`src/rtl/cordic_sqrt_pkg.sv`:
```
// Shared definitions for the hyperbolic-vectoring CORDIC square-root sequencer.
//   - state_t       : controller states
//   - FIRST_REPEAT  : first hyperbolic repeat index
//   - REP_MUL/OFF   : repeat recurrence k' = REP_MUL*k + REP_OFF (4, 13, 40, 121, ...)
//   - DEF_N_ITER / DEF_SHIFT_W : default iteration count and shift width
// Optional feature macro: CORDIC_SQRT_REPEAT_EN (used by cordic_iter_seq).
package cordic_sqrt_pkg;

    typedef enum logic [1:0] {
        ST_IDLE = 2'd0,
        ST_LOAD = 2'd1,
        ST_ITER = 2'd2,
        ST_DONE = 2'd3
    } state_t;

    localparam int FIRST_REPEAT = 4;
    localparam int REP_MUL      = 3;
    localparam int REP_OFF      = 1;

    localparam int DEF_N_ITER   = 16;
    localparam int DEF_SHIFT_W  = 5;

endpackage

```
`src/rtl/cordic_iter_seq.sv`:
```
// Iteration index sequencer for the hyperbolic CORDIC loop.
// Ports:
//   clk, rst_n : clock, asynchronous active-low reset
//   clear      : return to the pre-start point (idx = 0, no repeat pending)
//   step       : advance one micro-rotation step (ignored while clear is high)
//   idx        : current iteration index / shift amount
//   last       : current step is the final one (idx == N_ITER, no repeat due)
// idx = 0 is the pre-start value; the first step moves it to 1, so the
// controller steps once during LOAD and enters ITER with idx = 1.
// Macro CORDIC_SQRT_REPEAT_EN: when defined, indices 4, 13, 40, ... are run
// twice (hyperbolic convergence repeats); when undefined, idx runs 1..N_ITER once.
module cordic_iter_seq
    import cordic_sqrt_pkg::*;
#(
    parameter int N_ITER  = DEF_N_ITER,
    parameter int SHIFT_W = DEF_SHIFT_W
) (
    input  logic               clk,
    input  logic               rst_n,
    input  logic               clear,
    input  logic               step,
    output logic [SHIFT_W-1:0] idx,
    output logic               last
);

`ifdef CORDIC_SQRT_REPEAT_EN
    localparam int REP_W  = SHIFT_W + 2;
    // Two spare bits so 3*k+1 of the widest next_rep cannot overflow before clamping.
    localparam int WIDE_W = REP_W + 2;
    localparam logic [WIDE_W-1:0] REP_MAX = {2'b00, {REP_W{1'b1}}};

    logic              rep_flag;
    logic [REP_W-1:0]  next_rep;
    logic              rep_now;
    logic [WIDE_W-1:0] rep_wide;
    logic [REP_W-1:0]  rep_upd;

    // A repeat is due when the index reaches the threshold and has not been repeated yet.
    assign rep_now = ({2'b00, idx} == next_rep) && !rep_flag;
    assign last    = (idx == SHIFT_W'(N_ITER)) && !rep_now;

    // Saturating recurrence; once saturated the threshold is beyond any idx value.
    always_comb begin
        rep_wide = WIDE_W'(next_rep) * WIDE_W'(REP_MUL) + WIDE_W'(REP_OFF);
        rep_upd  = rep_wide[REP_W-1:0];
        if (rep_wide > REP_MAX) begin
            rep_upd = '1;
        end
    end

    // next_rep idles at its starting threshold rather than 0.
    always_ff @(posedge clk or negedge rst_n) begin
        if (!rst_n) begin
            idx      <= '0;
            rep_flag <= 1'b0;
            next_rep <= REP_W'(FIRST_REPEAT);
        end else if (clear) begin
            idx      <= '0;
            rep_flag <= 1'b0;
            next_rep <= REP_W'(FIRST_REPEAT);
        end else if (step) begin
            if (rep_now) begin
                rep_flag <= 1'b1;
            end else begin
                rep_flag <= 1'b0;
                if (rep_flag) begin
                    next_rep <= rep_upd;
                end
                idx <= idx + 1'b1;
            end
        end
    end
`else
    assign last = (idx == SHIFT_W'(N_ITER));

    always_ff @(posedge clk or negedge rst_n) begin
        if (!rst_n) begin
            idx <= '0;
        end else if (clear) begin
            idx <= '0;
        end else if (step) begin
            idx <= idx + 1'b1;
        end
    end
`endif

endmodule

```
`src/rtl/cordic_sqrt_ctrl.sv`:
```
// Sequencer for the hyperbolic-vectoring CORDIC square-root datapath.
// Ports:
//   clk, rst_n          : clock, asynchronous active-low reset
//   in_valid / in_ready : operand request handshake (accepted in IDLE)
//   abort               : synchronous cancel, highest priority in every state
//   ld_en               : one-cycle datapath load strobe (x = a+0.25, y = a-0.25)
//   it_en               : datapath performs one micro-rotation this cycle
//   shift_amt           : iteration index i during it_en, else 0
//   y_neg               : sign of datapath y register
//   dir                 : rotation direction, y_neg gated by it_en
//   out_valid/out_ready : result handshake, out_valid held until out_ready
//   busy                : high in LOAD, ITER and DONE
// Macro CORDIC_SQRT_REPEAT_EN selects hyperbolic repeat iterations
// (18 steps for N_ITER = 16); undefined gives 16 plain steps.
module cordic_sqrt_ctrl
    import cordic_sqrt_pkg::*;
#(
    parameter int N_ITER  = DEF_N_ITER,
    parameter int SHIFT_W = DEF_SHIFT_W
) (
    input  logic               clk,
    input  logic               rst_n,
    input  logic               in_valid,
    output logic               in_ready,
    input  logic               abort,
    output logic               ld_en,
    output logic               it_en,
    output logic [SHIFT_W-1:0] shift_amt,
    input  logic               y_neg,
    output logic               dir,
    output logic               out_valid,
    input  logic               out_ready,
    output logic               busy
);

    state_t             state;
    state_t             state_nxt;
    logic               seq_clear;
    logic               seq_step;
    logic [SHIFT_W-1:0] idx;
    logic               last;

    // Index is held at its pre-start value outside LOAD/ITER and on abort;
    // the LOAD-cycle step brings it to 1 for the first ITER cycle.
    assign seq_clear = abort || (state == ST_IDLE) || (state == ST_DONE);
    assign seq_step  = (state == ST_LOAD) || (state == ST_ITER);

    cordic_iter_seq #(
        .N_ITER  (N_ITER),
        .SHIFT_W (SHIFT_W)
    ) u_seq (
        .clk   (clk),
        .rst_n (rst_n),
        .clear (seq_clear),
        .step  (seq_step),
        .idx   (idx),
        .last  (last)
    );

    always_comb begin
        state_nxt = state;
        if (abort) begin
            state_nxt = ST_IDLE;
        end else begin
            case (state)
                ST_IDLE: if (in_valid)  state_nxt = ST_LOAD;
                ST_LOAD:                state_nxt = ST_ITER;
                ST_ITER: if (last)      state_nxt = ST_DONE;
                ST_DONE: if (out_ready) state_nxt = ST_IDLE;
                default:                state_nxt = ST_IDLE;
            endcase
        end
    end

    always_ff @(posedge clk or negedge rst_n) begin
        if (!rst_n) begin
            state <= ST_IDLE;
        end else begin
            state <= state_nxt;
        end
    end

    assign in_ready  = (state == ST_IDLE);
    assign ld_en     = (state == ST_LOAD);
    assign it_en     = (state == ST_ITER);
    assign shift_amt = it_en ? idx : '0;
    assign dir       = y_neg & it_en;
    assign out_valid = (state == ST_DONE);
    assign busy      = (state != ST_IDLE);

endmodule

```
`config.mk`:
```
export PLATFORM = sky130hd
export DESIGN_NAME = cordic_sqrt_ctrl
export DESIGN_NICKNAME = d
export VERILOG_FILES = /design/src/rtl/cordic_sqrt_pkg.sv /design/src/rtl/cordic_iter_seq.sv /design/src/rtl/cordic_sqrt_ctrl.sv
export SDC_FILE = /design/constraint.sdc
export NUM_CORES = 1
export LEC_CHECK = 0
export ABC_AREA = 1
export CAP_MARGIN = 20
export CORE_AREA = 4 4 41 43
export DETAILED_ROUTE_END_ITERATION = 10
export DIE_AREA = 0 0 45 47
export PLACE_DENSITY_LB_ADDON = 0.08
export SYNTH_ARGS = -nofsm -noshare
export SYNTH_HDL_FRONTEND = slang
export SYNTH_SLANG_ARGS = --single-unit
export TNS_END_PERCENT = 1
```
`constraint.sdc`:
```
create_clock -name clk -period 1.4 [get_ports clk]
set_input_delay 0.28 -clock clk [delete_from_list [all_inputs] [get_ports clk]]
set_output_delay 0.28 -clock clk [all_outputs]
set_load 0.005 [all_outputs]
```
==> out/results.ini <==
[final_layout]
final_cell_mix = nand2_1 (15), inv_1 (13), buf_4 (10), buf_2 (9)
fillers = 135
n_antenna_cell = 0
drive_gt1_share_pct = 41.7
nNetsFinal = 116
final_common_cell = nand2_1
areaGrowthSynthToFinish_pct = 57.9
final_util_pct = 63.2

[run_status]
status = finished with violations
violations = setup timing

[cts]
ctsHtreeMaxLevel = 1
tritoncts = built
root_buffer = clkbuf_4
clockBufferDepth = 2
clock_latency_ns = 0.25
numCtsBuffers = 3
clkTransAtPathRegs_ns = 0.05
clock-sinks = 7

[setup_path]
worstPathRequired_ns = 1.12
r2r-end = u_seq.idx[3]
critical_path.cell_chain = ha_4 > buf_4 > nand2_1 > inv_1 > buf_2
reg2reg_depth = 7
crit_fanout = 7
critical_path_buf_inv_count = 3
startpoint_type = flip-flop
cp_data_arrival_time_ns = 1.20
rr_startpoint = state[0]
critPathCaptureType = output pin
crit_type = flip-flop to output pin
max_stage_delay_ns = 0.44
worst_path_max_delay_cell = dfrtp_2
crit_family = flip-flops
r2r_slack_ns = 0.04

[timing]
max_freq_mhz = 676
finalWorstSetupSlack_ns = -0.0802
slew_headroom_pct = 77.8
worstMarginPinSlew_ns = 0.332
fin_skew_ns = 0.00745
min_period_ns = 1.48
setup_viol = 5
rsz0062_at_grt = yes
drv_slew = 0
hold_viol = 0
fin_crit_sh_pct = 106
holdWs_ns = 0.291

[synthesis]
synth_cells = 71
ys_seq_elements = 7
synth_nets = 83
yosysSeqAreaShare_pct = 33.7
yosys_warnings = 0
netlist.area_leader.share_pct = 33.7
synth.distinct_cells = 14
syn_area_um2 = 520
synth_top_cell_by_area = dfrtp_1
syn_avg_cell_area_um2 = 7.33
yosys-top-cells-area = dfrtp_1 (34%), ha_1 (14%), nand2_1 (12%)

[power]
power_switching_uw = 543
irDropWorstVdd_mv = 0.827
switching_share_pct = 39.7
p_per_area_nw_per_um2 = 1670
p_int_uw = 826
clockPowerShare_pct = 13.2
p_seq_share_pct = 21.4
comb_power_share_pct = 65.4
p_leak_uw = 0.000467

[grt]
antenna_found_initial = 0
grt_pass1_vias = 492
grtUsageTotal_pct = 13.9
grt_max_degree = 8
grt_pass1_wl_um = 2110
overflow = 0

[placement]
numPortBuffers = 16
hpwlAfterDp_um = 922
place_congestion = 0.792

[floorplan]
core-area_um2 = 1300
dieHeight_um = 47
dieWidth_um = 45
initial_core_util_pct = 40.0
dieArea_um2 = 2120
ios = 17
rows = 13

[detailed_routing]
wl_per_cell_um = 10.5
vias = 544
drc = 0
vias_per_cell = 4.61
drtIter0Drc = 10
firstDrtPassIters = 4
routed_wl_um = 1240
ant_nets = 0

[job]
cap_violations = 0

[worst_hold_path]
hold_class = input port to asynchronous set/reset pin

==> through the flow <==
stage	setup TNS [ns]	cell area [um2]	std cells	setup WS (ns)	power [uW]
2_1_floorplan	0	520	71	0.188	669
3_3_place_gp	-1.88	767	111	-0.238	1060
3_5_place_dp	-2.11	767	111	-0.263	1080
4_1_cts	-0.286	812	118	-0.0881	1370
5_1_grt	-1.01	822	118	-0.130	1500
6_report	-0.234	822	118	-0.0802	1370
==> what timing repair did <==
item,CTS,global route
resized for setup,52,4
hold buffers,0,0
endpoints found under the setup margin,16,18
pin swaps,3,3
buffers inserted,4,0
==> cells in the mapped netlist (all sizes together) <==
cell,count
ha,6
a21oi,6
nor3,1
nand4,4
o21ai,3
nand3b,1
nor2,5
inv,19
dfrtp,7
nand2,18
nand3,1
==> sequential cells by signal, summed over array words and instances, names as in the netlist <==
register,count
state,2
u_seq.idx,5
==> logic make-up after synthesis <==
kind of cell,synth area share [%]
flops,33.7
compound gates,8.65
fa+ha+maj,14.4
simple gates,29.6
buf+inv,13.7
==> area by class of cell <==
cell class	count	area [um2]	share of cell area, %
multi-input combinational	45	314	38.2
sequential	7	176	21.5
timing repair buffer	28	213	25.9
clock buffer	4	26.3	3.20
tap	15	18.8	2.28
inverter	19	73.8	8.98
==> power groups by stage <==
stage	Combinational (uW)	Clock (uW)	Sequential, uW
2_1_floorplan	391	0	279
6_report	896	181	293
3_3_place_gp	781	0	281
5_1_grt	1010	195	299
3_5_place_dp	794	0	282
4_1_cts	889	185	291
==> worst max-delay path by stage <==
stage	startpoint	end	slack (ns)	depth (start not counted)
2_1_floorplan	state[0]	state[0]	0.19	7
3_3_place_gp	state[0]	shift_amt[0]	-0.24	5
3_5_place_dp	state[0]	shift_amt[1]	-0.26	5
4_1_cts	state[1]	shift_amt[3]	-0.09	5
5_1_grt	state[1]	shift_amt[3]	-0.13	5
6_report	state[1]	shift_amt[3]	-0.08	5
==> metal layers <==
| metal | vias up | track usage, % | part of all wire, % |
|---|---|---|---|
| li1 | 286 | - | - |
| met4 | 0 | 8.77 | 0.64 |
| met1 | 235 | 18.6 | 46 |
| met3 | 2 | 2.68 | 9.2 |
| met5 | - | 0 | 0 |
| met2 | 21 | 20.6 | 44 |
No activity file was read; power rests on OpenSTA's default activity.
==> patch 1 (same settings) <==
The 4 states of `state_t` get a one-hot encoding in 4 bits.
--- a/src/rtl/cordic_sqrt_pkg.sv
+++ b/src/rtl/cordic_sqrt_pkg.sv
@@ -6,11 +6,11 @@
 // Optional feature macro: CORDIC_SQRT_REPEAT_EN (used by cordic_iter_seq).
 package cordic_sqrt_pkg;
 
-    typedef enum logic [1:0] {
-        ST_IDLE = 2'd0,
-        ST_LOAD = 2'd1,
-        ST_ITER = 2'd2,
-        ST_DONE = 2'd3
+    typedef enum logic [3:0] {
+        ST_IDLE = 4'b0001,
+        ST_LOAD = 4'b0010,
+        ST_ITER = 4'b0100,
+        ST_DONE = 4'b1000
     } state_t;
 
     localparam int FIRST_REPEAT = 4;
Formal check against the unedited RTL: same outputs for any inputs over 10 cycles, from zero or initial values and one cycle with rst_n low; not proved beyond that.
==> patch 1 against the original RTL <==
  * Sequential cell count grew 2
  * First-iteration DRC count grew 30%
  * Setup slack lost 65 ps
  * The run still ends with negative setup slack left
  * Cell count grew 20%
  * Largest cell class unchanged
  * Wire length grew 49%
  * Power shrank 14%
  * Cell area grew 22%
  * Area after synthesis grew 13%
  * Largest power group unchanged
==> patch 1: results (changes against the original RTL) <==
worst setup path endpoint shift_amt[1]; number of distinct library cells after synthesis 16 (+2); setup TNS -1410 ps (-1170 ps); sw power 461 uW (-15%); Post-Synthesis Net Count 93 (+12%); pre-CTS setup slack -261 ps (+2.38 ps); clock transition at the registers of the reported paths 70 ps (+20 ps); worst skew pair latency 270 ps (+20 ps); crit path max fanout 4 (-3); leading cell types by count after synthesis 20 x nand2_1, 15 x inv_1, 12 x nor2_1; Post-Place Cell Area 865 um2 (+13%); flop2flop setup slack -50 ps (-90 ps); setup violators final 16 (+11); Post-Syn Instances 85 (+20%); largest registers u_seq.idx x5, state x4; GRT Overall Usage 20.7% (+6.7 points); worst setup margin -146 ps (-65.3 ps); Comb group 639 uW (-29%); Final Wtd Congestion 0.883 (+12%); Arrival @ worst endpoint 1270 ps (+70 ps); switching fraction of total power 38.9% (-0.75 points); HPWL Detailed 1190 um (+29%); Global Route met1 Usage 25.3% (+6.7 points); adder-cell share of the synthesized area 4.26% (-10 points); met2 usage 34.2% (+14 points); status complete, but fails checks; Peak supply drop 1100 uV (+33%); DR vias/cell 4.91 (+6.5%); fin nets 136 (+17%); wire length per cell 13.0 um (+24%); Post-Synth XOR/XNOR Area 2.98% (+3.0 points); Area contributors post-synth dfrtp_1 34%, nand2_1 13%, inv_1 9.6%; LEAKAGE 0.000561 uW (+20%); worst r2r src state[0]; sequential area share after synthesis 38.5% (+4.9 points); failing checks negative setup slack; layout cell share with drive strength beyond 1 51.2% (+9.4 points)
==> patch 1: changes by cell type in the layout (fill, tap and decap cells not counted), sizes merged, moves of 3 or more <==
cell | before | now
nor2 | 5 | 18
nand2 | 18 | 23
nand4 | 4 | 1
ha | 6 | 2
o21ai | 3 | 0
inv | 19 | 16
nand3 | 1 | 10
buf | 21 | 33
a21oi | 6 | 1
==> patch 1: area by class of cell <==
class                   instances  area [um2]
multi-input cells              60         374
fillers                        97         299
repair buffers                 38         295
flip-flops and latches          9         228
inverters                      16        60.1
clock buffers                   4        26.3
well taps                      15        18.8
==> patch 1: timing repair <==
action | 4_1_cts | 5_1_grt
setup buffers | 9 | 0
pin swaps | 9 | 4
gates cloned | 0 | 0
setup endpoints to repair | 16 | 19
resized for setup | 54 | 21
==> patch 1: kinds of logic after synthesis <==
family | after synthesis
and+or+nand+nor | 54
xor gates and xnor gates | 2
AOI/OAI and AO/OA | 2
DFF | 9
adders and majority gates | 2
buffers and inverters | 16
==> patch 2 (same flow settings) <==
Without the edit above. Set the package constant `DEF_SHIFT_W` to 6 (it was 5).
--- a/src/rtl/cordic_sqrt_pkg.sv
+++ b/src/rtl/cordic_sqrt_pkg.sv
@@ -18,7 +18,7 @@
     localparam int REP_OFF      = 1;
 
     localparam int DEF_N_ITER   = 16;
-    localparam int DEF_SHIFT_W  = 5;
+    localparam int DEF_SHIFT_W  = 6;
 
 endpackage
 
Interface: changed (resized shift_amt); port bits go from 17 to 18. The function was not compared with the original's and may differ.
==> patch 2 against the original RTL <==
  * The run still ends with negative setup slack left
  * Sequential share of layout area down 0.42 points
  * Area after synthesis is 20% higher
  * Sequential cell count increased by 1
  * Global-route usage is 3.3 points higher
  * Synthesized cell count is 31% higher
  * Wire length increased by 21%
  * Power grew 1.7%
  * Cell area rose by 16%
  * Setup slack improved by 7.8 ps
  * Highest routed layer unchanged
  * Clock skew shrank 3.1 ps
==> patch 2: results (changes against the original RTL) <==
setup violators final 7 (+2); Peak supply drop 916 uV (+11%); skew final 4.36 ps (-3.10 ps); adder-cell share of the synthesized area 12.0% (-2.4 points); Pre-antenna DRT Iters 3 (-1); number of distinct library cells after synthesis 16 (+2); DR vias/cell 4.65 (+0.97%); M1 WL 677 um (+19%); P&R area growth vs syn 52.7%; status complete, but fails checks; leading cell types by count after synthesis 22 x inv_1, 22 x nand2_1, 14 x nor2_1; largest net degree at the start of global routing 9 (+1); wire length per cell 10.8 um (+3.1%); met2 usage 28.0% (+7.3 points); pre-CTS setup slack -217 ps (+46.8 ps); Global Route met1 Usage 20.1% (+1.5 points); Signal buf overhead 24.6% (-1.3 points); layout cell share with drive strength beyond 1 40.3% (-1.4 points); post_cts resized 63 (+21%); Post-Synthesis Net Count 105 (+27%); initial drt markers 6 (-4); Crit. Startpoint state[0]; Crit-path slowest cell dfrtp_1; delay of the slowest critical-path stage 390 ps (-50 ps); worst setup margin -72.4 ps (+7.83 ps); fill count 112 (-17%); setup TNS -432 ps (-198 ps); failing checks negative setup slack; LEAKAGE 0.000532 uW (+14%); Post-Place Cell Area 886 um2 (+15%); postcts setup bufs 1 (-3)
[patch 2: changes by cell type after synthesis, sizes merged]
| cell | unedited run | this run |
|---|---|---|
| a21oi | 6 | 5 |
| inv | 19 | 22 |
| nand4 | 4 | 1 |
| nor2 | 5 | 15 |
| nor3 | 1 | 2 |
| buf | 0 | 1 |
| nand3 | 1 | 6 |
| o21ai | 3 | 2 |
| dfrtp | 7 | 8 |
| nand2 | 18 | 24 |
[patch 2: power by group through the flow]
stage | clock network [uW] | registers [uW] | logic (uW)
floorplan | 0 | 303 | 403
detailed placement | 0 | 299 | 763
finish | 163 | 313 | 917
CTS | 172 | 309 | 882
global placement | 0 | 299 | 751
global route | 196 | 317 | 1020
[patch 2: metrics by stage]
stage               total power [uW]  hold WS [ps]  std cells
global placement                1050           572        134
floorplan                        706         -15.6         93
detailed placement              1060           572        134
finish                          1390           299        139
global route                    1530           301        139
CTS                             1360           304        139
